$ cat src/rtl/fetch_pc_unit.sv
`default_nettype none
// ============================================================================
//  Module      : fetch_pc_unit
//  Description : PC generation and fetch queue feeding decode/branch. Fetches
//                sequentially (not-taken), one outstanding imem request,
//                redirects on j_accept. Optional macro: MISALIGN_TRAP_EN.
//  Revision    : 1.0 - initial release
// ============================================================================
module fetch_pc_unit #(
    parameter logic [31:0] RESET_PC = 32'h0000_0000,
    parameter int          QDEPTH   = 2
) (
    input  logic        clk,
    input  logic        reset,
    output logic        imem_req,
    output logic [31:0] imem_addr,
    input  logic        imem_rvalid,
    input  logic [31:0] imem_rdata,
    output logic        if_valid,
    output logic [31:0] if_instr,
    output logic [31:0] if_pc,
    input  logic        id_ready,
    input  logic        j_accept,
    input  logic        j_wait,
    input  logic [31:0] j_addr,
    output logic        fetch_misalign
);

    localparam int                c_PW         = $clog2(QDEPTH);
    localparam int                c_CW         = c_PW + 1;
    localparam logic [c_CW-1:0]   c_QDEPTH     = c_CW'(QDEPTH);
    localparam logic [c_CW-1:0]   c_CNT_ONE    = c_CW'(1);
    localparam logic [c_PW-1:0]   c_PTR_ONE    = c_PW'(1);
    localparam logic [31:0]       c_ALIGN_MASK = 32'hFFFF_FFFC;

    typedef enum logic [1:0] {
        S_IDLE  = 2'd0,
        S_WAIT  = 2'd1,
        S_FLUSH = 2'd2
    } state_t;

    state_t          r_state_q, w_state_d;
    logic [31:0]     r_pc_q, w_pc_d;
    logic [c_PW-1:0] r_rd_ptr_q, w_rd_ptr_d;
    logic [c_PW-1:0] r_wr_ptr_q, w_wr_ptr_d;
    logic [c_CW-1:0] r_count_q, w_count_d;
    logic            r_misalign_q, w_misalign_d;
    logic [31:0]     r_pc_mem_q    [QDEPTH];
    logic [31:0]     r_instr_mem_q [QDEPTH];

    logic            w_if_valid;
    logic            w_redirect;
    logic            w_pop;
    logic            w_push;
    logic            w_req;
    logic            w_trap;
    logic [c_CW-1:0] w_count_after_pop;

    always_comb begin
        w_if_valid = (r_count_q != '0);
        // A j_accept with an empty head is illegal and simply ignored.
        w_redirect = j_accept & w_if_valid;
        w_pop      = w_if_valid & id_ready & ~j_wait & ~w_redirect;
`ifdef MISALIGN_TRAP_EN
        w_trap     = w_redirect & (j_addr[1:0] != 2'b00);
`else
        w_trap     = 1'b0;
`endif
        w_count_after_pop = r_count_q - (w_pop ? c_CNT_ONE : '0);
        w_req  = ~reset & (r_state_q == S_IDLE) & ~w_redirect & ~r_misalign_q &
                 (w_count_after_pop < c_QDEPTH);
        w_push = (r_state_q == S_WAIT) & imem_rvalid & ~w_redirect;

        w_state_d = r_state_q;
        case (r_state_q)
            S_IDLE:  if (w_req) w_state_d = S_WAIT;
            S_WAIT: begin
                if (imem_rvalid)     w_state_d = S_IDLE;
                else if (w_redirect) w_state_d = S_FLUSH;
            end
            S_FLUSH: if (imem_rvalid) w_state_d = S_IDLE;
            default: w_state_d = S_IDLE;
        endcase

        w_pc_d = r_pc_q;
        if (w_redirect)  w_pc_d = w_trap ? r_pc_q : (j_addr & c_ALIGN_MASK);
        else if (w_push) w_pc_d = r_pc_q + 32'd4;

        w_rd_ptr_d = r_rd_ptr_q;
        w_wr_ptr_d = r_wr_ptr_q;
        w_count_d  = r_count_q;
        if (w_redirect) begin
            w_rd_ptr_d = '0;
            w_wr_ptr_d = '0;
            w_count_d  = '0;
        end else begin
            if (w_pop)  w_rd_ptr_d = r_rd_ptr_q + c_PTR_ONE;
            if (w_push) w_wr_ptr_d = r_wr_ptr_q + c_PTR_ONE;
            w_count_d = w_count_after_pop + (w_push ? c_CNT_ONE : '0);
        end

        w_misalign_d = r_misalign_q | w_trap;
    end

    always_ff @(posedge clk) begin
        if (reset) begin
            r_state_q    <= S_IDLE;
            r_pc_q       <= RESET_PC;
            r_rd_ptr_q   <= '0;
            r_wr_ptr_q   <= '0;
            r_count_q    <= '0;
            r_misalign_q <= 1'b0;
            for (int i = 0; i < QDEPTH; i++) begin
                r_pc_mem_q[i]    <= '0;
                r_instr_mem_q[i] <= '0;
            end
        end else begin
            r_state_q    <= w_state_d;
            r_pc_q       <= w_pc_d;
            r_rd_ptr_q   <= w_rd_ptr_d;
            r_wr_ptr_q   <= w_wr_ptr_d;
            r_count_q    <= w_count_d;
            r_misalign_q <= w_misalign_d;
            if (w_push) begin
                r_pc_mem_q[r_wr_ptr_q]    <= r_pc_q;
                r_instr_mem_q[r_wr_ptr_q] <= imem_rdata;
            end
        end
    end

    assign imem_req       = w_req;
    assign imem_addr      = r_pc_q;
    assign if_valid       = w_if_valid;
    assign if_pc          = r_pc_mem_q[r_rd_ptr_q];
    assign if_instr       = r_instr_mem_q[r_rd_ptr_q];
    assign fetch_misalign = r_misalign_q;

endmodule
`default_nettype wire
$ cat config.mk
export PLATFORM = sky130hd
export DESIGN_NAME = fetch_pc_unit
export DESIGN_NICKNAME = d
export VERILOG_FILES = /design/src/rtl/fetch_pc_unit.sv
export SDC_FILE = /design/constraint.sdc
export NUM_CORES = 1
export LEC_CHECK = 0
export BUFFER_PORTS_ARGS = -buffer_cell sky130_fd_sc_hd__buf_2
export CORE_UTILIZATION = 40
export DETAILED_ROUTE_END_ITERATION = 8
export PLACE_DENSITY = 0.63
export SETUP_SLACK_MARGIN = 0.2
export SYNTH_ARGS = -nofsm -noshare
export SYNTH_HDL_FRONTEND = slang
export SYNTH_SLANG_ARGS = --single-unit
$ cat constraint.sdc
create_clock -name clk -period 10.9 [get_ports clk]
set_clock_uncertainty 0.05 [all_clocks]
set_input_delay 0.545 -clock clk [delete_from_list [all_inputs] [get_ports clk]]
set_output_delay 0.545 -clock clk [all_outputs]
set_load 0.005 [all_outputs]
==> impl_metrics.py, run 1 <==
metrics = {
    "routing": {
        "drt-total-wl_um": 19070,
        "via_count": 5571,
        "drc": 28,
        "vias_per_cell": 5.593,
        "drt_first_pass_iters": 6,
        "ant_nets": 0,
        "wl_per_cell_um": 19.15,
        "drt_iter0_markers": 327,
    },
    "floorplan": {
        "die_w_um": 139.2,
        "core_um2": 18210,
        "die_h_um": 139.2,
        "io_pins": 169,
        "row_count": 49,
        "die_area_um2": 19390,
        "start_util_pct": 41.37,
    },
    "power": {
        "p_clk_share_pct": 36.5,
        "internal_power_uw": 1177,
        "ir_worst_vdd_mv": 0.1009,
        "seqPwrFrac_pct": 48.7,
        "power_density_nw_per_um2": 177.4,
        "p_leak_uw": 0.003862,
        "p_sw_uw": 435.3,
        "p_comb_share_pct": 14.8,
        "p_sw_share_pct": 26.99,
    },
    "logic_synthesis": {
        "syn_avg_cell_area_um2": 12.25,
        "yosys_warnings": 0,
        "synth_seq_area_share_pct": 59.26,
        "synth_top_area_cell": "edfxtp_1",
        "async_flop_share_pct": 0,
        "synth_top_area_share_pct": 49.43,
        "synth-edff-count": 124,
        "synth_cell_type_count": 55,
        "netlist_top_cells_area": "edfxtp_1 49%, dfxtp_1 9.8%, mux2_2 9.4%",
        "yosys_register_bits": 161,
        "netlist_instances": 615,
        "synthesis.area_um2": 7533,
        "synthFlopType": "edfxtp_1",
    },
    "placed_design": {
        "portBuffers": 161,
        "gp_congestion": 0.8341,
        "dpl_cell_area_um2": 8507,
        "dpl.cell_count": 963,
        "dp_hpwl_um": 11790,
    },
    "timing": {
        "rsz0062_at_grt": "no",
        "relSlewSlack_pct": 37.78,
        "hold_viol": 0,
        "period_needed_ns": 3.066,
        "fin_hold_ws_ns": 0.3289,
        "post-route-period-util_pct": 28.13,
        "tns_ns": 0,
        "setup_viol": 0,
        "finalMaxSlewViolations": 0,
        "max_freq_mhz": 326.2,
        "worst_slew_pin_slew_ns": 0.9333,
    },
    "worst_setup_path": {
        "rr_worst_depth": 5,
        "critical_path_class": "reg -> reg",
        "crit_arrival_ns": 3.05,
        "cp.depth": 5,
        "r2r_end": "r_pc_mem_q[1][31]$_SDFFCE_PN0P_",
        "cp_cell_sequence": "o21a_1, nor3_2, buf_4, nand2_1, nand2_4",
        "reg2reg_slack_ns": 7.83,
        "worst-path-buf-inv": 1,
        "regToRegStartpoint": "r_count_q[1]$_SDFF_PP0_",
        "path_max_fanout": 69,
        "slowest_stage": "nand2_4",
        "crit_path_start_kind": "flip-flop",
        "slowest_delay_ns": 0.72,
        "required_ns": 10.88,
        "cp_top_family": "simple AND/OR/NAND/NOR gates",
        "cp-end-kind": "flip-flop",
    },
    "clock_tree": {
        "cts_resized": 0,
        "cts_setup_buffers": 0,
        "numCtsBuffers": 17,
        "clk_latency_ns": 0.41,
        "hold_buffers": 0,
        "cts.clk_slew.worst_paths_ns": 0.06,
        "clockBufferDepth": 2,
        "cts-root-buf": "clkbuf_16",
        "cts_tree": "done",
        "cts.htree.levels": 4,
        "cts.sinks": 161,
    },
    "final_layout": {
        "regArea_um2": 4469,
        "multi_input_area_um2": 2885,
        "drive_above_1_share_pct": 36.16,
        "final_cell_mix": "161 x buf_2, 124 x edfxtp_1, 67 x and3_1, 63 x mux2_2, 61 x and2_1",
        "nNetsFinal": 826,
        "synthToLayoutAreaGrowth_pct": 20.66,
        "finalNonFillerCells": 996,
        "nFillCells": 1620,
        "final_area_um2": 9090,
        "layout_commonest_cell": "buf_2",
    },
    "worst_hold_path": {
        "hold_class": "in -> reg",
        "min_path_cells": 2,
        "min_from": "imem_rvalid",
        "min_to": "r_state_q[1]$_SDFFE_PP0P_",
    },
    "global_routing": {
        "overflow": 0,
        "grt_pass1_wl_um": 29540,
        "grt_max_degree": 70,
        "track_usage_pct": 19.82,
        "antenna_found_initial": 2,
        "grt_pass1_vias": 5431,
    },
    "status": {
        "status": "finished, violations left",
        "violations": "design-rule violations",
    },
    "run": {
        "cap_violations": 0,
    },
}
==> per-layer routing <==
metal | GRT usage, % | vias up | wire length (um)
met5 | 0 | - | 0
met4 | 7.427 | 0 | 386
met3 | 5.127 | 30 | 1360
met2 | 32.16 | 233 | 9066
met1 | 25.47 | 2719 | 8259
li1 | - | 2589 | -
==> state kept, by name (all words and copies together) (netlist names), named ones only <==
register / count
r_instr_mem_q: 64
r_state_q: 2
r_rd_ptr_q: 1
r_count_q: 2
r_wr_ptr_q: 1
r_pc_mem_q: 60
imem_addr: 30
==> Yosys cell counts (2+ instances only) <==
cell and instances:
ha_1 3, and3_1 67, nor3_1 11, inv_1 4, o31ai_1 7, or3_1 6
edfxtp_1 124, a22oi_1 5, or4_1 12, a311oi_1 2, nor4_1 6, clkbuf_1 41
a31oi_1 8, nand4_1 7, a32oi_1 2, nor2_1 21, buf_2 2, a21oi_1 5
dfxtp_1 37, xnor2_1 7, a211oi_1 4, nand2_1 21, and2_1 61, o31a_1 3
buf_1 2, o21ai_0 20, xor2_1 5, nand3_1 16, buf_4 6, o211ai_1 7
nand4_2 4, and4_1 4, mux2_2 63
==> metrics by stage <==
step	utilization [%]	total power [uW]	setup WS, ns
after floorplan	-	919.2	4.693
after global placement	46.72	1028	7.530
after detailed placement	46.72	1039	7.460
after CTS	49.91	1625	7.815
after global routing	49.91	1682	7.672
final	49.92	1613	7.834
==> logic make-up (layout without fill, tap and decap cells) <==
logic type	after synthesis	count (layout)	synth area share (%)
buf+inv	56	203	3.139
fa+ha+maj	3	3	0.4983
simple gates	247	247	19.76
xor+xnor	12	12	1.395
compound gates	71	71	6.345
mux	64	64	9.550
flops	161	161	59.26
other cells	1	6	0.04978
==> worst reg2reg max path: stages (launching register included) <==
cell	delay, ns
dfxtp_1	0.35
o21a_1	0.49
nor3_2	0.21
buf_4	0.61
nand2_1	0.21
nand2_4	0.72
==> worst max path at each step <==
stage / slack, ns / end / from
2_1_floorplan: 4.69 / r_instr_mem_q[0][0]$_SDFFCE_PN0P_ / j_accept
4_1_cts: 7.81 / r_pc_mem_q[1][2]$_SDFFCE_PN0P_ / r_count_q[1]$_SDFF_PP0_
3_5_place_dp: 7.46 / r_instr_mem_q[0][23]$_SDFFCE_PN0P_ / reset
5_1_grt: 7.67 / r_pc_mem_q[0][30]$_SDFFCE_PN0P_ / reset
3_3_place_gp: 7.53 / r_instr_mem_q[0][1]$_SDFFCE_PN0P_ / reset
6_report: 7.83 / r_pc_mem_q[1][31]$_SDFFCE_PN0P_ / r_count_q[1]$_SDFF_PP0_
==> power by group through the flow <==
stage	combinational (uW)	clock (uW)	sequential [uW]
detailed placement	239	0	800
global route	260	626	795
floorplan	147	0	772
global placement	233	0	794
finish	238	589	786
CTS	241	598	787
==> cell type report <==
cell class	count	share of cell area (%)
Multi-Input combinational cell	402	31.74
Inverter	4	0.1652
Sequential cell	161	49.17
Antenna cell	1	0.02753
Clock inverter	12	1.473
Timing Repair Buffer	167	9.360
Clock buffer	20	4.914
Tap cell	229	3.152
Power figures use the tool's default switching activity.
==> run 2, diff against run 1 <==
--- a/config.mk
+++ b/config.mk
@@ -8,7 +8,7 @@
 export BUFFER_PORTS_ARGS = -buffer_cell sky130_fd_sc_hd__buf_2
 export CORE_UTILIZATION = 40
 export DETAILED_ROUTE_END_ITERATION = 8
-export PLACE_DENSITY = 0.63
+export PLACE_DENSITY = 0.65
 export SETUP_SLACK_MARGIN = 0.2
 export SYNTH_ARGS = -nofsm -noshare
 export SYNTH_HDL_FRONTEND = slang
==> constraint.sdc (replaced) <==
create_clock -name clk -period 2.6 [get_ports clk]
set_clock_uncertainty 0.05 [all_clocks]
set_input_delay 0.13 -clock clk [delete_from_list [all_inputs] [get_ports clk]]
set_output_delay 0.13 -clock clk [all_outputs]
set_load 0.005 [all_outputs]
==> run 2 against run 1 <==
Compared with the run above: the flow still finishes with violations (design-rule violations); sequential power grew to 4.2 times the previous value; count of clock-buffer cells in the layout up 4; via count rose by 3.9%; register-to-register slack got worse by 7.5 ns; first-iteration DRC count increased by 17%; cell count is 6.6% higher; hold slack worse by 0.31 ns; combinational power grew to 4.7 times the previous value; critical path depth rose by 2; die area unchanged; clock power increased to 3.9 times the previous value; total power rose to 4.1 times the previous value; critical path type is now reg -> out; largest power group unchanged.
==> impl_metrics.py, run 2 (synthesis gave the netlist of run 1 again) <==
metrics = {
    "status": {
        "status": "finished, violations left",
        "violations": "design-rule violations",
    },
    "worst_setup_path": {
        "crit_path_start_kind": "flip-flop",
        "crit_arrival_ns": 2.07,
        "cp-end-kind": "output pin",
        "path_max_fanout": 4,
        "required_ns": 2.42,
        "critical_path_class": "reg -> out",
    },
    "clock_tree": {
        "cts_tree": "done",
        "cts-root-buf": "clkbuf_16",
        "cts.htree.levels": 4,
        "cts.clk_slew.worst_paths_ns": 0.06,
        "numCtsBuffers": 17,
        "clockBufferDepth": 2,
        "cts.sinks": 161,
        "clk_latency_ns": 0.42,
    },
    "final_layout": {
        "synthToLayoutAreaGrowth_pct": 29.41,
        "nNetsFinal": 893,
        "final_area_um2": 9749,
        "largest-register": "r_instr_mem_q",
        "largest_register_ffs": 64,
        "final_util_pct": 53.54,
        "drive_above_1_share_pct": 34.33,
        "layout_commonest_cell": "buf_2",
        "final_cell_mix": "161 x buf_2, 124 x edfxtp_1, 67 x and3_1, 63 x mux2_2, 61 x and2_1",
        "n_antenna_cell": 0,
    },
    "floorplan": {
        "die_w_um": 139.2,
        "start_util_pct": 41.37,
        "die_area_um2": 19390,
        "die_h_um": 139.2,
        "row_count": 49,
        "core_um2": 18210,
        "io_pins": 169,
    },
    "power": {
        "power_density_nw_per_um2": 685.3,
        "p_leak_uw": 0.004120,
        "ir_worst_vdd_mv": 0.4634,
        "p_comb_share_pct": 16.7,
        "p_sw_uw": 1828,
        "p_clk_share_pct": 34.0,
        "internal_power_uw": 4854,
        "seqPwrFrac_pct": 49.3,
        "p_sw_share_pct": 27.36,
    },
    "timing": {
        "setup_viol": 0,
        "post-route-period-util_pct": 86.35,
        "relSlewSlack_pct": 53.94,
        "worst_slew_pin_slew_ns": 0.6909,
        "max_freq_mhz": 445.4,
        "period_needed_ns": 2.245,
        "hold_viol": 0,
        "rsz0062_at_grt": "no",
        "finalMaxSlewViolations": 0,
    },
    "placed_design": {
        "dpl_cell_area_um2": 8606,
        "dp_hpwl_um": 12290,
        "portBuffers": 161,
        "gp_congestion": 0.8365,
    },
    "routing": {
        "drt_iter0_markers": 381,
        "drt-total-wl_um": 19560,
        "vias_per_cell": 5.450,
        "via_count": 5788,
        "drc": 14,
        "wl_per_cell_um": 18.42,
        "drt_first_pass_iters": 8,
        "ant_nets": 0,
    },
    "global_routing": {
        "track_usage_pct": 20.64,
        "grt_max_degree": 69,
        "overflow": 0,
        "grt_pass1_wl_um": 30870,
        "antenna_found_initial": 0,
        "grt_pass1_vias": 5826,
    },
    "run": {
        "cap_violations": 0,
    },
    "worst_hold_path": {
        "hold_class": "in -> reg",
    },
}
run 2: metrics by stage:
stage,std cells,power [uW],setup slack (ns),hold WS [ns],setup TNS [ns]
floorplan,619,3856,-0.2823,0.1593,-17.50
global placement,971,4335,0.4987,0.3195,0
detailed placement,971,4377,0.4218,0.3230,0
CTS,1061,6719,0.2253,0.0004205,0
global route,1062,6982,0.2403,0.03158,0
finish,1062,6682,0.3548,0.02068,0
run 2: power by group through the flow:
stage               Sequential (uW)  Clock [uW]  Combinational (uW)
floorplan                      3230           0                 630
global placement               3320           0                1010
detailed placement             3350           0                1030
CTS                            3290        2320                1110
global route                   3330        2430                1220
finish                         3290        2270                1120
run 2: routing by layer:
layer	GRT usage, %	part of all wire, %
met5	0	0
met4	7.895	1.9
met3	4.542	6.1
met2	34.44	48
met1	26.16	44
run 2: path summary, 6_finish.rpt:
path | startpoint | end | slack, ns | cells after the start
worst max-delay path | r_count_q[1]$_SDFF_PP0_ | imem_req | 0.35 | 7
worst min-delay path | j_addr[17] | imem_addr[17]$_SDFFE_PP0P_ | 0.02 | 3
worst min register to register | r_rd_ptr_q$_SDFFE_PP0P_ | r_rd_ptr_q$_SDFFE_PP0P_ | 0.46 | 2
worst max register to register | imem_addr[5]$_SDFFE_PP0P_ | imem_addr[23]$_SDFFE_PP0P_ | 0.37 | 4
run 2: repair_timing:
action,in CTS,in global routing
hold buffers,58,0
setup buffers,0,1
endpoints found under the hold margin,90,0
gates resized for setup,0,5
endpoints found under the setup margin,0,1
run 2: cell type report:
cell class                 instances  area (um^2)
timing repair buffer             234         1536
clock inverter                     8        57.56
multi-input combinational        402         2910
inverter                           4        15.01
fill                            1575         8459
sequential                       161         4472
clock buffer                      24        471.7
tap                              229        286.5
run 2: critical path: stages (launching register included):
cell	delay, ns
dfxtp_2	0.35
or2_4	0.27
nand3b_1	0.13
nor2_1	0.06
ha_1	0.20
xor2_2	0.19
nor4_4	0.29
buf_2	0.16
